$ cat src/rtl/serial_sub_pkg.sv
// rtl/serial_sub_pkg.sv - shared FSM state type and default width for serial_subtractor
package serial_sub_pkg;

    localparam int DEF_WIDTH = 4;

    typedef enum logic [1:0] {
        IDLE  = 2'd0,
        SHIFT = 2'd1,
        DONE  = 2'd2
    } state_t;

endpackage

$ cat src/rtl/full_subtractor.sv
// rtl/full_subtractor.sv - 1-bit combinational full subtractor
module full_subtractor (
    input  logic i_a,
    input  logic i_b,
    input  logic i_bin,
    output logic o_d,
    output logic o_bout
);

    assign o_d    = i_a ^ i_b ^ i_bin;
    assign o_bout = (~i_a & i_b) | (~(i_a ^ i_b) & i_bin);

endmodule

$ cat src/rtl/serial_subtractor.sv
// rtl/serial_subtractor.sv - bit-serial a - b - bin, LSB first; SERIAL_SUB_OVF_EN adds o_overflow
module serial_subtractor
    import serial_sub_pkg::*;
#(
    parameter int WIDTH = DEF_WIDTH
) (
    input  logic             i_clk,
    input  logic             i_rst,
    input  logic             i_valid,
    output logic             o_ready,
    input  logic [WIDTH-1:0] i_a,
    input  logic [WIDTH-1:0] i_b,
    input  logic             i_bin,
    output logic             o_valid,
    input  logic             i_ready,
    output logic [WIDTH-1:0] o_diff,
    output logic             o_borrow
`ifdef SERIAL_SUB_OVF_EN
    ,
    output logic             o_overflow
`endif
);

    localparam int CNT_W = (WIDTH > 1) ? $clog2(WIDTH) : 1;

    state_t           r_state;
    state_t           w_next;
    logic [CNT_W-1:0] r_cnt;
    logic [WIDTH-1:0] r_a;
    logic [WIDTH-1:0] r_b;
    logic [WIDTH-1:0] r_diff;
    logic             r_borrow;
    logic             w_d;
    logic             w_bout;
    logic             w_accept;
    logic             w_last;

    assign o_ready  = (r_state == IDLE) && !i_rst;
    assign o_valid  = (r_state == DONE);
    assign o_diff   = r_diff;
    assign o_borrow = r_borrow;
    assign w_accept = i_valid && o_ready;
    assign w_last   = (r_cnt == CNT_W'(WIDTH - 1));

    full_subtractor u_fs (
        .i_a    (r_a[0]),
        .i_b    (r_b[0]),
        .i_bin  (r_borrow),
        .o_d    (w_d),
        .o_bout (w_bout)
    );

    always_ff @(posedge i_clk or posedge i_rst) begin
        if (i_rst) begin
            r_state <= IDLE;
        end else begin
            r_state <= w_next;
        end
    end

    always_comb begin
        w_next = r_state;
        case (r_state)
            IDLE:    if (w_accept) w_next = SHIFT;
            SHIFT:   if (w_last)   w_next = DONE;
            DONE:    if (i_ready)  w_next = IDLE;
            default: w_next = IDLE;
        endcase
    end

`ifdef SERIAL_SUB_OVF_EN
    logic r_ovf;
    assign o_overflow = r_ovf;
`endif

    // r_borrow carries the chain between bits and ends up as the final borrow-out.
    always_ff @(posedge i_clk or posedge i_rst) begin
        if (i_rst) begin
            r_a      <= '0;
            r_b      <= '0;
            r_diff   <= '0;
            r_borrow <= 1'b0;
            r_cnt    <= '0;
`ifdef SERIAL_SUB_OVF_EN
            r_ovf    <= 1'b0;
`endif
        end else if (w_accept) begin
            r_a      <= i_a;
            r_b      <= i_b;
            r_borrow <= i_bin;
            r_cnt    <= '0;
        end else if (r_state == SHIFT) begin
            r_a      <= r_a >> 1;
            r_b      <= r_b >> 1;
            r_diff   <= {w_d, r_diff[WIDTH-1:1]};
            r_borrow <= w_bout;
            r_cnt    <= w_last ? '0 : r_cnt + CNT_W'(1);
`ifdef SERIAL_SUB_OVF_EN
            if (w_last) begin
                r_ovf <= r_borrow ^ w_bout;
            end
`endif
        end
    end

endmodule

$ cat config.mk
export PLATFORM = sky130hd
export DESIGN_NAME = serial_subtractor
export DESIGN_NICKNAME = d
export VERILOG_FILES = /design/src/rtl/serial_sub_pkg.sv /design/src/rtl/full_subtractor.sv /design/src/rtl/serial_subtractor.sv
export SDC_FILE = /design/constraint.sdc
export NUM_CORES = 1
export LEC_CHECK = 0
export CORE_ASPECT_RATIO = 0.9
export CORE_MARGIN = 3
export CORE_UTILIZATION = 42
export DETAILED_ROUTE_END_ITERATION = 7
export PLACE_DENSITY = 0.73
export SLEW_MARGIN = 20
export SYNTH_ARGS = -nofsm -noshare
export SYNTH_HDL_FRONTEND = slang
export SYNTH_SLANG_ARGS = --single-unit
export TNS_END_PERCENT = 50
$ cat constraint.sdc
create_clock -name i_clk -period 1.2 [get_ports i_clk]
set_input_delay 0.36 -clock i_clk [delete_from_list [all_inputs] [get_ports i_clk]]
set_output_delay 0.36 -clock i_clk [all_outputs]
set_load 0.02 [all_outputs]
==> qor.txt <==
status: finished, violations left
failing checks: negative setup slack
Max Cap Viol: 0
routed vias: 637
share of layout cells above drive strength 1: 0.514
Synth cell types: 20
gpl congestion: 0.709
area growth from synthesis to layout: 63.7%
Post-layout nets: 125
Ports: 20
Hold Vio Cnt, Final: 0
most frequent cells in the layout: dfrtp_1, buf_6, clkdlybuf4s50_1
Initial DRC Count: 13
vias in the first global route: 613
clk root buf: clkbuf_4
Setup Skew: 2.40 ps
Die Y: 47.1 microns
Clock Sinks: 17
Seq cells post-synth: 17
WL final: 1.86 mm
simple-gate share of the synthesized area: 0.111
startpoint type of the worst setup path: register
Seq/Total Area, Yosys: 0.539
Antenna Cells: 0
# fillers: 124
row count: 14
DP HPWL: 1.12 mm
Synth async-reset ratio: 1.00
Logic pwr share: 0.586
WP data required: 840 ps
grt total ovfl: 0
cells after synthesis: 70
Ys Warns: 0
routed vias/inst: 4.79
main combinational cell family by area after synthesis: multiplexers
Leak Pwr: 0.605 nW
antenna-violating nets left: 0
synthesized area per cell: 11.3 sq um
GRT Total Usage: 0.154
Final setup viols: 20
period utilization: 1.23
Hold Slack: 238 ps
Sw Ratio: 0.360
first-pass GRT wire length: 2.66 mm
Power, Total: 3.26 mW
clock latency on the worst-skew pair: 290 ps
PortBufs: 19
worst slew pin tran: 221 ps
EDFF count, synth: 0
Post-route DRC: 0
RSZ-0062 raised after global routing: true
fmax: 680 MHz
post-synth net total: 85
H-tree depth: 1
PD cells: 2530 mW/mm^2
die footprint: 0.00244 sq mm
final slew viol count: 0
min-delay worst type: in2async
first-pass iteration count of the detailed router: 2
crit path time final: 1470 ps
post-synthesis adder-cell area fraction: 0.0412
multiplexer area fraction after synthesis: 0.160
initial core utilization: 0.460
VDD IR max: 1.34 mV
pin count of the biggest net entering global routing: 16
Setup CP Type: reg2out
register share of total power: 0.319
Slew Limit Headroom: 0.849
Synth Area in XOR/XNOR: 0
CTS Buf Count: 3
commonest non-fill, non-tap cell in the layout: dfrtp_1
Psw: 1.17 mW
post-synthesis cell area: 790 sq um
initial antenna violation count: 0
routed length per placed instance: 14.0 microns
predominant post-synthesis flop cell: dfrtp_1
Clk pwr share: 0.096
Clock transition at path regs: 100 ps
Max Root-Sink Buffers: 2
chip width: 51.7 microns
Internal: 2.09 mW
final worst slack: -271 ps
CTS tree: done
crit end category: output port
Synth Area in Compound Gates: 0.0840
critical path peak fanout: 3
CORE AREA: 0.00172 sq mm
Worst Path Arrival: 1110 ps
-- per-layer routing --
metal,track usage,part of all wire
met1,0.185,0.41
met2,0.279,0.54
met3,0.0286,0.043
met4,0.0628,0.0081
met5,0,0
-- repair_timing --
item,in CTS,in global routing
buffers inserted,2,2
pin swaps,2,9
hold buffers,0,0
setup endpoints to repair,24,24
gates cloned,1,2
resized for setup,53,28
-- area by class of cell --
cell class,instances,area (sq um),share of cell area
multi-input combinational,44,384,0.297
inverter,5,18.8,0.0145
clock buffer,3,22.5,0.0174
tap,24,30.0,0.0232
clock inverter,1,5.00,0.00387
timing repair buffer,39,404,0.313
sequential,17,428,0.331
-- worst max-delay path, stage by stage, from the launching register on --
cell and delay [ps]:
dfrtp_1 420, nor3_1 200, buf_2 200
-- synthesized netlist by cell type, drive strengths merged, types with 4 or more instances --
library cell	number	area [sq um]
nand2	12	45.0
dfrtp	17	425
inv	5	18.8
mux2	5	56.3
mux2i	7	70.1
o21ai	9	45.0
buf	4	32.5
-- stage by stage --
stage / instances / utilization / setup WS, ps / cell area (sq um) / TNS (ps)
finish: 133 / 0.753 / -271 / 1290 / -2330
detailed placement: 122 / 0.634 / -708 / 1090 / -6960
floorplan: 70 / - / -70.0 / 791 / -156
CTS: 129 / 0.691 / -242 / 1190 / -2180
global route: 133 / 0.753 / -348 / 1290 / -3480
global placement: 122 / 0.634 / -682 / 1090 / -6710
-- sequential cells by signal, indices dropped and copies added (netlist names) --
register,count
o_borrow,1
r_b,4
r_cnt,2
r_state,2
o_diff,4
r_a,4
-- power groups by stage --
stage / Sequential, mW / Combinational (mW) / Clock, mW
detailed placement: 1.00 / 1.47 / 0
CTS: 1.01 / 1.73 / 0.320
global placement: 0.987 / 1.41 / 0
global route: 1.08 / 2.08 / 0.339
floorplan: 1.10 / 0.798 / 0
finish: 1.04 / 1.91 / 0.312
-- final timing paths --
check | slack (ps) | cells after the start | start | to
max | -270 | 2 | r_state[1] | o_ready
min | 240 | 3 | i_rst | r_state[1]
max reg2reg | -170 | 6 | r_state[1] | r_b[0]
min reg2reg | 530 | 2 | r_b[3] | r_b[3]
max in group asynchronous | 630 | 4 | i_rst | o_borrow
min in group i_clk | 530 | 2 | r_b[3] | r_b[3]
-- cell families (layout without fill, tap and decap cells) --
logic type / count (synthesis) / after routing
compound gates: 12 / 12
fa+ha+maj: 2 / 2
buf+inv: 9 / 48
flops: 17 / 17
mux: 12 / 12
simple gates: 18 / 18
Power figures use the tool's default switching activity.
